File: config.mk
export PLATFORM = sky130hd
export DESIGN_NAME = datapath_flat
export DESIGN_NICKNAME = d
export VERILOG_FILES = /design/src/rtl/datapath_pkg.sv /design/src/rtl/datapath_if.sv /design/src/rtl/datapath_seq_rom.sv /design/src/rtl/datapath.sv /design/src/flat_wrapper.sv
export SDC_FILE = /design/constraint.sdc
export NUM_CORES = 1
export LEC_CHECK = 0
export CAP_MARGIN = 10
export CORE_ASPECT_RATIO = 1.1
export CORE_MARGIN = 3
export CORE_UTILIZATION = 25
export CTS_BUF_LIST = sky130_fd_sc_hd__clkbuf_16
export DETAILED_ROUTE_END_ITERATION = 8
export RECOVER_POWER = 100
export SLEW_MARGIN = 20
export SYNTH_ARGS = -nofsm -noshare
export SYNTH_HDL_FRONTEND = slang
export SYNTH_SLANG_ARGS = --single-unit
File: constraint.sdc
create_clock -name clock_50 -period 4.4 [get_ports clock_50]
set_clock_uncertainty 0.2 [all_clocks]
set_input_delay 0.44 -clock clock_50 [delete_from_list [all_inputs] [get_ports clock_50]]
set_output_delay 0.44 -clock clock_50 [all_outputs]
set_load 0.02 [all_outputs]
File: src/rtl/datapath_pkg.sv
// Shared types for the game datapath: command word layout and the sequence ROM rule.
// The ROM is a pure function of (bank, index), so no storage is needed.
`timescale 1ns/1ps
package datapath_pkg;
    localparam int BANK_W = 2;
    localparam int IDX_W  = 4;
    localparam int VAL_W  = 4;

    // Command word from the game controller, MSB first.
    typedef struct packed {
        logic r2;
        logic r1;
        logic e1;
        logic e2;
        logic e3;
        logic e4;
        logic sel;
    } cmd_t;

    // ROM(b,i) = (5*i + 3*b + 1) mod 16
    function automatic logic [VAL_W-1:0] rom_value(input logic [BANK_W-1:0] bank,
                                                   input logic [IDX_W-1:0]  idx);
        logic [7:0] sum;
        sum = 8'(idx) * 8'd5 + 8'(bank) * 8'd3 + 8'd1;
        return sum[VAL_W-1:0];
    endfunction
endpackage

File: src/rtl/datapath_if.sv
// Controller <-> datapath bundle: command word, user inputs and returned status/display.
// Master is the controller/board side, slave is the datapath.
`timescale 1ns/1ps
interface datapath_if;
    import datapath_pkg::*;

    cmd_t             cmd;
    logic             enter;
    logic [3:0]       sw;
    logic             end_fpga;
    logic             end_user;
    logic             end_time;
    logic             win;
    logic             match;
    logic [IDX_W-1:0] round;
    logic [VAL_W-1:0] disp_value;

    modport master (
        output cmd, enter, sw,
        input  end_fpga, end_user, end_time, win, match, round, disp_value
    );

    modport slave (
        input  cmd, enter, sw,
        output end_fpga, end_user, end_time, win, match, round, disp_value
    );
endinterface

File: src/rtl/datapath_seq_rom.sv
// Sequence ROM: combinational read of bank/index to a 4-bit element, zero latency.
// No handshake; the output follows the address in the same cycle.
`timescale 1ns/1ps
module seq_rom
    import datapath_pkg::*;
(
    input  logic [BANK_W-1:0] bank,
    input  logic [IDX_W-1:0]  idx,
    output logic [VAL_W-1:0]  value
);
    assign value = rom_value(bank, idx);
endmodule

File: src/rtl/datapath.sv
// Game datapath: executes controller commands, holds sequence/round/index/timer state.
// Status is registered (visible one cycle after the edge); win and disp_value are combinational; no backpressure.
`timescale 1ns/1ps
module datapath
    import datapath_pkg::*;
#(
    parameter int unsigned SHOW_TICKS    = 50000000,
    parameter int unsigned TIMEOUT_TICKS = 250000000,
    parameter int unsigned N_ROUNDS      = 16
) (
    input logic       clock_50,
    input logic       reset,
    datapath_if.slave dp
);
    localparam logic [31:0]      SHOW_LAST    = 32'(SHOW_TICKS - 1);
    localparam logic [31:0]      TIMEOUT_LAST = 32'(TIMEOUT_TICKS - 1);
    localparam logic [IDX_W-1:0] ROUND_LAST   = IDX_W'(N_ROUNDS - 1);

    logic [BANK_W-1:0] bank_q, bank_d;
    logic [IDX_W-1:0]  round_q, round_d;
    logic [IDX_W-1:0]  fpga_idx_q, fpga_idx_d;
    logic [IDX_W-1:0]  user_idx_q, user_idx_d;
    logic [31:0]       tick_q, tick_d;
    logic [31:0]       timer_q, timer_d;
    logic [VAL_W-1:0]  user_last_q, user_last_d;
    logic              end_fpga_q, end_fpga_d;
    logic              end_user_q, end_user_d;
    logic              end_time_q, end_time_d;
    logic              match_q, match_d;

    logic [VAL_W-1:0]  fpga_val;
    logic [VAL_W-1:0]  expect_val;

    seq_rom u_rom_disp (.bank(bank_q), .idx(fpga_idx_q), .value(fpga_val));
    seq_rom u_rom_cmp  (.bank(bank_q), .idx(user_idx_q), .value(expect_val));

    always_comb begin
        bank_d      = bank_q;
        round_d     = round_q;
        fpga_idx_d  = fpga_idx_q;
        user_idx_d  = user_idx_q;
        tick_d      = tick_q;
        timer_d     = timer_q;
        user_last_d = user_last_q;
        end_fpga_d  = end_fpga_q;
        end_user_d  = end_user_q;
        end_time_d  = end_time_q;
        match_d     = match_q;

        if (dp.cmd.r2 || dp.cmd.r1) begin
            fpga_idx_d  = '0;
            user_idx_d  = '0;
            tick_d      = '0;
            timer_d     = '0;
            user_last_d = '0;
            end_fpga_d  = 1'b0;
            end_user_d  = 1'b0;
            end_time_d  = 1'b0;
            match_d     = 1'b1;
            if (dp.cmd.r2) begin
                bank_d  = '0;
                round_d = '0;
            end
        end else begin
            if (dp.cmd.e1) begin
                bank_d = dp.sw[BANK_W-1:0];
            end

            if (dp.cmd.e2 && !end_fpga_q) begin
                if (tick_q == SHOW_LAST) begin
                    tick_d = '0;
                    if (fpga_idx_q == round_q) end_fpga_d = 1'b1;
                    else                       fpga_idx_d = fpga_idx_q + 1'b1;
                end else begin
                    tick_d = tick_q + 32'd1;
                end
            end

            // An entry in the expiry cycle still counts; both flags may set together.
            if (dp.cmd.e3 && !end_user_q && !end_time_q) begin
                if (timer_q == TIMEOUT_LAST) end_time_d = 1'b1;
                else                         timer_d    = timer_q + 32'd1;
                if (dp.enter) begin
                    user_last_d = dp.sw;
                    if (dp.sw != expect_val) match_d = 1'b0;
                    if (user_idx_q == round_q) end_user_d = 1'b1;
                    else                       user_idx_d = user_idx_q + 1'b1;
                end
            end

            if (dp.cmd.e4 && (round_q < ROUND_LAST)) begin
                round_d = round_q + 1'b1;
            end
        end
    end

    always_ff @(posedge clock_50 or negedge reset) begin
        if (!reset) begin
            bank_q      <= '0;
            round_q     <= '0;
            fpga_idx_q  <= '0;
            user_idx_q  <= '0;
            tick_q      <= '0;
            timer_q     <= '0;
            user_last_q <= '0;
            end_fpga_q  <= 1'b0;
            end_user_q  <= 1'b0;
            end_time_q  <= 1'b0;
            match_q     <= 1'b1;
        end else begin
            bank_q      <= bank_d;
            round_q     <= round_d;
            fpga_idx_q  <= fpga_idx_d;
            user_idx_q  <= user_idx_d;
            tick_q      <= tick_d;
            timer_q     <= timer_d;
            user_last_q <= user_last_d;
            end_fpga_q  <= end_fpga_d;
            end_user_q  <= end_user_d;
            end_time_q  <= end_time_d;
            match_q     <= match_d;
        end
    end

    assign dp.end_fpga   = end_fpga_q;
    assign dp.end_user   = end_user_q;
    assign dp.end_time   = end_time_q;
    assign dp.match      = match_q;
    assign dp.round      = round_q;
    assign dp.win        = end_user_q & match_q & (round_q == ROUND_LAST);
    assign dp.disp_value = dp.cmd.sel ? user_last_q : fpga_val;
endmodule

File: src/flat_wrapper.sv
// flat-port wrapper written by rule: the top's interface ports become plain ports
module datapath_flat import datapath_pkg::*;
#(
    parameter int unsigned SHOW_TICKS    = 50000000,
    parameter int unsigned TIMEOUT_TICKS = 250000000,
    parameter int unsigned N_ROUNDS      = 16
)
  (clock_50, reset, dp_cmd, dp_enter, dp_sw, dp_end_fpga, dp_end_user, dp_end_time, dp_win, dp_match, dp_round, dp_disp_value);
  datapath_if dp_i ();
  input logic clock_50;
  input logic reset;
  input wire logic [$bits(dp_i.cmd)-1:0] dp_cmd;
  input wire logic [$bits(dp_i.enter)-1:0] dp_enter;
  input wire logic [$bits(dp_i.sw)-1:0] dp_sw;
  output wire logic [$bits(dp_i.end_fpga)-1:0] dp_end_fpga;
  output wire logic [$bits(dp_i.end_user)-1:0] dp_end_user;
  output wire logic [$bits(dp_i.end_time)-1:0] dp_end_time;
  output wire logic [$bits(dp_i.win)-1:0] dp_win;
  output wire logic [$bits(dp_i.match)-1:0] dp_match;
  output wire logic [$bits(dp_i.round)-1:0] dp_round;
  output wire logic [$bits(dp_i.disp_value)-1:0] dp_disp_value;
  assign dp_i.cmd = dp_cmd;
  assign dp_i.enter = dp_enter;
  assign dp_i.sw = dp_sw;
  assign dp_end_fpga = dp_i.end_fpga;
  assign dp_end_user = dp_i.end_user;
  assign dp_end_time = dp_i.end_time;
  assign dp_win = dp_i.win;
  assign dp_match = dp_i.match;
  assign dp_round = dp_i.round;
  assign dp_disp_value = dp_i.disp_value;
  datapath #(.SHOW_TICKS(SHOW_TICKS), .TIMEOUT_TICKS(TIMEOUT_TICKS), .N_ROUNDS(N_ROUNDS)) u_core (.clock_50(clock_50), .reset(reset), .dp(dp_i));
endmodule
# Word-level counts from Yosys, hierarchy flattened
# Index checks and enable logic that the tools add are counted.
# classes
n_mux	39
n_bitwise	2
n_eq_ne	10
addsub	9
magnitude_cmp	1
n_mul	3
n_reduce_logical	28
# op_table
op	count
$mux 32	6
$add 32x1->32 const B	2
$mux 4	15
$eq 32x26->1 const B	1
$eq 32x28->1 const B	1
$add 4x1->4 const B	5
$reduce_bool 2->1	10
$mux 1	15
$reduce_and 3->1	5
$reduce_and 2->1	5
$add 4x4->4	2
$eq 4x4->1	2
$mul 4x3->4 const B	2
$mux 2	3
$ne 2x1->1 const B	3
$eq 4x4->1 const B	1
$logic_and 1x1->1	4
$lt 4x4->1 const B	1
$mul 2x2->4 const B	1
$ne 4x4->1	1
$logic_not 1->1	3
$and 1x1->1	2
$ne 2x2->1 const B	1
$logic_or 1x1->1	1
# word_totals
out_inout_bits	13
register_bits	86

# Logic depth before layout (Yosys ltp)
# logic_depth
depth_word	8
depth_mapped	11

# By module
# From an unflattened synthesis, not the netlist that was laid out.
# hier_totals
hier_cells	574
area_unflattened_um2	5220.0
# by_module_without_submodules
module	instances	cells_per_inst	area_per_inst_um2	seq_area_each_um2
datapath	1	538	4847.1	2153.3
seq_rom	2	18	186.4	0.0

# Least setup slack after synthesis
# OpenSTA, ideal clock, no wires.
# synth_timing
path_type	register to output
startpoint	reg u_core.bank_q[0]
endpoint	out dp_disp_value[3]
stages_incl_launch_ff	11
path_slack_ps	1396
arrival_ps	2364
path_cell_list	dfrtp_1 inv_1 ha_1 xnor2_1 ha_1 inv_1 fa_1 xnor2_1 xnor2_1 xnor2_1 o21ai_0
# synth_between
elab_chain_len	4
# synth_rtl
item	line	source
start, declared	datapath.sv:19	logic [BANK_W-1:0] bank_q, bank_d;
start signal, assigned	datapath.sv:111	bank_q <= bank_d;
$mul 2x2->4	datapath_pkg.sv:24	sum = 8'(idx) * 8'd5 + 8'(bank) * 8'd3 + 8'd1;
$add 4x4->4	datapath_pkg.sv:24	
$add 4x1->4	datapath_pkg.sv:24	
$mux 4	datapath.sv:131	assign dp.disp_value = dp.cmd.sel ? user_last_q : fpga_val;
end, declared	flat_wrapper.sv:21	output wire logic [$bits(dp_i.disp_value)-1:0] dp_disp_value;
# No other way between the ends.

# Worst setup path in the final report
# Ends and elaborated chain as after synthesis.

==> impl_metrics.py <==
metrics = {
    "floorplan": {
        "die_y_um": 159,
        "fp-row-count": 55,
        "core_area_um2": 20800,
        "boundaryPins": 27,
        "dieArea_um2": 23200,
        "die_w_um": 146,
        "start_util_pct": 25.8,
    },
    "cells_and_area": {
        "fin_area_um2": 6180,
        "finalNetCount": 659,
        "diodes": 0,
        "drive_above_1_share_pct": 5.37,
        "seq_area_um2": 2150,
        "finish.utilization_pct": 29.7,
        "final_cell_count_no_fill": 918,
        "area_growth_pct": 15.4,
        "layout_common_cells": "dfrtp_1 (85), nand2_1 (53), nand3_1 (40), a31oi_1 (38), a21oi_1 (37)",
        "layout_commonest_cell": "dfrtp_1",
        "multi_input_area_um2": 2960,
        "fill_cells": 2233,
    },
    "worst_setup_path": {
        "crit_type": "reg -> out",
        "cp_data_required_time_ps": 3760,
        "r2r_start": "u_core.tick_q[0]$_DFFE_PN0P_",
        "start_kind": "register",
        "endpoint_kind": "output port",
        "worstSetupStartpoint": "u_core.bank_q[0]$_DFFE_PN0P_",
        "worstPathMaxFanout": 5,
        "cp_data_arrival_time_ps": 3180,
    },
    "clock_network": {
        "clock_sinks": 86,
        "insertion_delay_ps": 350,
        "cts.path.max_buffers": 2,
        "ctsResizeCount": 0,
        "clk_pin_slew_ps": 70,
        "htreeDepth": 3,
        "ctsHoldBuffers": 1,
        "cts_tree": "built",
        "numCtsBuffers": 9,
        "cts_setup_buffers": 0,
        "cts-root-buf": "clkbuf_16",
    },
    "pwr": {
        "p_leak_nw": 2.28,
        "power_mw": 1.72,
        "power.density_nw_per_um2": 278,
        "ir_worst_vdd_uv": 181,
    },
    "logic_synthesis": {
        "syn_nets": 648,
        "synthFlopType": "dfrtp_1",
        "synth_area_um2": 5350,
        "synth-async-reset-ratio_pct": 100,
        "synth_cell_types": 53,
        "syn_inst": 617,
        "synth-seq-cells": 86,
        "synth_edf_count": 0,
        "avgSynthCellArea_um2": 8.68,
        "yosysWarnings": 0,
        "ys_seq_area_share_pct": 40.2,
    },
    "drt": {
        "dr_total_vias": 4747,
        "dr.pass1.iters": 4,
        "wirelength_mm": 13.4,
        "viasPerCell": 5.17,
        "drt-initial-drc-count": 312,
        "wire_per_inst_um": 14.6,
        "antenna_left": 0,
        "drc": 0,
    },
    "status": {
        "status": "finished with violations",
        "violations": "capacitance limit, slew limit",
    },
    "flow_run": {
        "maxCapViolations": 2,
    },
    "placed_design": {
        "hpwl_mm": 9.12,
        "dp_cells": 901,
        "io_buffer_count": 26,
        "gp_congestion": 0.811,
        "pre_cts_slack_ps": 985,
        "place_area_um2": 5890,
    },
    "sta": {
        "period_needed_ps": 3820,
        "clock.fmax_mhz": 262,
        "setup_violations": 0,
        "maxSlewHeadroom_pct": -40.7,
        "rsz0062_at_grt": "no",
        "setup_tns_ps": 0,
        "holdWs_ps": 304,
        "hold_viol_final": 0,
        "max_slew.worst_pin.slew_ps": 2110,
        "fin_crit_sh_pct": 86.8,
        "setup_ws_ps": 582,
        "slew_viol_final": 106,
    },
    "global_routing": {
        "grt_first_pass_wirelength_mm": 22.8,
        "gr-total-overflow": 0,
        "gr-usage-all-layers_pct": 11.6,
        "grt_pass1_vias": 4534,
        "grt_antenna_before_repair": 0,
        "grt_max_degree": 62,
    },
    "min_path": {
        "worstHoldStart": "u_core.dp.match$_DFFE_PN1P_",
        "hold_class": "reg -> reg",
    },
}
flip-flops by register name, indices dropped and copies added, names as in the netlist:
register / cells
u_core.user_last_q: 4
u_core.user_idx_q: 4
u_core.tick_q: 32
u_core.timer_q: 32
u_core.dp.end_time: 1
u_core.dp.end_user: 1
u_core.dp.match: 1
u_core.dp.round: 4
u_core.fpga_idx_q: 4
u_core.dp.end_fpga: 1
u_core.bank_q: 2
path summary, 6_finish.rpt:
check	cells after the start	slack, ps	end
setup / recovery	11	580	dp_disp_value[3]
hold / removal	2	300	u_core.dp.match$_DFFE_PN1P_
setup reg to reg	7	840	u_core.tick_q[2]$_DFFE_PN0P_
hold reg to reg	2	300	u_core.dp.match$_DFFE_PN1P_
max in group asynchronous	3	1120	u_core.tick_q[13]$_DFFE_PN0P_
min in group asynchronous	2	800	u_core.user_idx_q[0]$_DFFE_PN0P_
cells by family after synthesis:
family                     share of synthesized area [%]
muxes                                               2.13
adders and majority gates                           4.25
and+or+nand+nor                                     28.6
DFF                                                 40.2
xor gates and xnor gates                            5.07
AOI/OAI and AO/OA                                   15.2
buffers and inverters                               4.56
layout make-up:
type | instances | area share (%)
multi-input cells | 467 | 47.8
repair buffers | 33 | 4.84
clock buffers | 9 | 3.64
flip-flops and latches | 86 | 34.8
clock inverters | 7 | 1.19
inverters | 31 | 1.88
well taps | 285 | 5.77
synthesized netlist by cell type (all sizes together), types with 15 or more instances:
cell type,number,share of area (%)
a21oi,37,3.5
a31oi,38,4.4
clkbuf,27,1.9
dfrtp,85,40
ha,15,3.5
inv,31,2.2
nand2,53,3.7
nand3,40,3.7
nand4,24,2.8
nor2,31,2.2
nor4,15,1.9
o21ai,24,2.2
or3,22,2.6
or4,20,2.8
xnor2,19,3.1
per-layer routing:
layer / track usage, % / part of all wire [%] / up-vias
met2: 19.1 / 48 / 84
met3: 2.68 / 3.8 / 11
met4: 3.50 / 1.2 / 0
met1: 15.3 / 47 / 2327
met5: 0 / 0 / -
li1: - / - / 2325
power by group:
group / switching, mW / internal (mW)
Clock: 0.340 / 0.443
Sequential: 0.00780 / 0.796
Combinational: 0.0824 / 0.0464
Total: 0.430 / 1.29
worst max-delay path, stage by stage (launching register included):
cell and delay [ps]:
dfrtp_1 410, inv_1 60, ha_1 340, xnor2_1 180, ha_1 160, inv_1 50, fa_1 370, xnor2_1 190
xnor2_1 110, xnor2_1 120, o21ai_0 150, dlygate4sd3_1 690
Power figures use the tool's default switching activity.
==> RTL edit (same flow settings) <==
Compare `tick_q` against `SHOW_LAST` with >= in place of ==.
--- a/src/rtl/datapath.sv
+++ b/src/rtl/datapath.sv
@@ -69,3 +69,3 @@
             if (dp.cmd.e2 && !end_fpga_q) begin
-                if (tick_q == SHOW_LAST) begin
+                if (tick_q >= SHOW_LAST) begin
                     tick_d = '0;
Behaviour: same outputs for any inputs over 4 cycles, from zero or initial values and one cycle with reset low; that may be too few to reach the edited logic, so the function may still have changed.
==> RTL edit against the original RTL <==
Critical path type is now in2reg; utilization grew 0.18 points; total power grew 4.4%; the run still ends with max-capacitance violations, max-slew violations left; highest routed layer unchanged; synthesized area shrank 8.2%; wire length shrank 19%; worst setup slack lost 18 ps; sequential cell count is the same; first-iteration DRC count shrank 34%; design area shrank 6.9%.
==> RTL edit: results <==
[synth]
synth.top_cells.by_count = dfrtp_1 (85), nor2_1 (53), nand2_1 (41)
synthArstFlopShare_pct = 100
syn_nets = 559
yosysSeqAreaShare_pct = 43.8
synth_area_per_cell_um2 = 9.31
synth_cell_types = 53
synth_area_leaders = dfrtp_1 (43%), xor2_1 (5.2%), nor2_1 (4.0%)

[setup_path]
cpPeakStageDelay_ps = 830
reg2reg_slack_ps = 1110
reg2reg_depth = 5
worst_ep_arrival_time_ps = 3900
cp_max_fo = 23
crit_start = dp_cmd[6]
crit_path_top_delay_cell = clkbuf_1
endpoint = u_core.tick_q[6]
worstReg2RegStart = u_core.timer_q[29]
r2r_end = u_core.timer_q[28]

[placed_design]
place_ws_ps = 1010
gp_congestion = 0.827
dp_hpwl_um = 7610
post-place-cells = 791
place_area_um2 = 5460
port_buffers = 26

[drt]
drtPass1Iterations = 4
drt-vias-per-instance = 4.91
routed_wl_um = 10900
drt_iter0_drc = 205

[cells_and_area]
final_layout_size_suffix_gt1_share_pct = 4.81
finalNetCount = 587
final_cells = 808
num_antenna_cells = 0
reg_top3 = u_core.tick_q x32, u_core.timer_q x32
fillers = 2057

[pwr]
pg_clk_mw = 0.816
p_leak_nw = 2.32
p_comb_mw = 0.163
p_sw_share_pct = 24.2
power_density_nw_per_um2 = 311
ir_worst_vdd_mv = 0.212
power_mw = 1.79

[min_path]
hp-class = reg2reg

[global_routing]
grt_pass1_vias = 3963
grt_pass1_wl_um = 19000
grt_max_degree = 57
grt_use_total_pct = 10.6
antenna_found_initial = 0

[clock_tree]
cts.path.max_buffers = 2
htree_num_levels = 3
cts_inserted_buffers = 9
cts_resized = 0
cts-root-buf = clkbuf_16
clock_latency_ps = 340

[sta]
finalCritPeriodShare_pct = 87.2
finalMaxSlewViolations = 75
worst_pin_slew_ps = 1980
setup_viol = 0

[flow_run]
max-cap-violations = 2

[outcome]
run_status = finished, violations left
violations = max-capacitance violations, max-slew violations
## RTL edit: worst min-delay path by stage
stage / start / to / slack, ps / cells past startpoint
final: u_core.tick_q[30] / u_core.tick_q[30] / 310 / 2
after global routing: u_core.tick_q[23] / u_core.tick_q[23] / 330 / 1
after CTS: u_core.tick_q[30] / u_core.tick_q[30] / 310 / 2
after detailed placement: u_core.tick_q[30] / u_core.tick_q[30] / 300 / 2
after global placement: u_core.tick_q[30] / u_core.tick_q[30] / 280 / 2
after floorplan: reset / u_core.bank_q[0] / -60 / 0
## RTL edit: worst max-delay path: cells and delay by family
| kind | cells | cell delay [ps] |
|---|---|---|
| buffers and inverters | 4 | 2250 |
| AOI/OAI and AO/OA | 1 | 310 |
| and+or+nand+nor | 4 | 890 |
## RTL edit: logic make-up after synthesis
group                      count (synthesis)  share of synthesized area [%]
xor gates and xnor gates                  49                           8.73
muxes                                     14                           2.90
and+or+nand+nor                          232                           25.0
AOI/OAI and AO/OA                         88                           11.4
buffers and inverters                     42                           3.54
DFF                                       86                           43.8
adders and majority gates                 17                           4.63
## RTL edit: per-layer routing
| layer | track usage (%) | part of all wire [%] |
|---|---|---|
| met3 | 2.75 | 3.3 |
| met2 | 17.2 | 48 |
| met4 | 2.77 | 0.78 |
| met5 | 0 | 0 |
| met1 | 14.0 | 48 |
## RTL edit: area by class of cell
class                           instances  share of cell area, %
Timing Repair Buffer                   33                   5.18
Sequential cell                        86                   37.4
Clock buffer                            9                   3.91
Inverter                               26                   1.70
Clock inverter                          7                   1.54
Tap cell                              247                   5.37
Multi-Input combinational cell        400                   44.9
## RTL edit: repair_timing
action / CTS / global route
setup buffers: 0 / 0
hold endpoints to repair: 54 / 0
hold buffers: 1 / 0
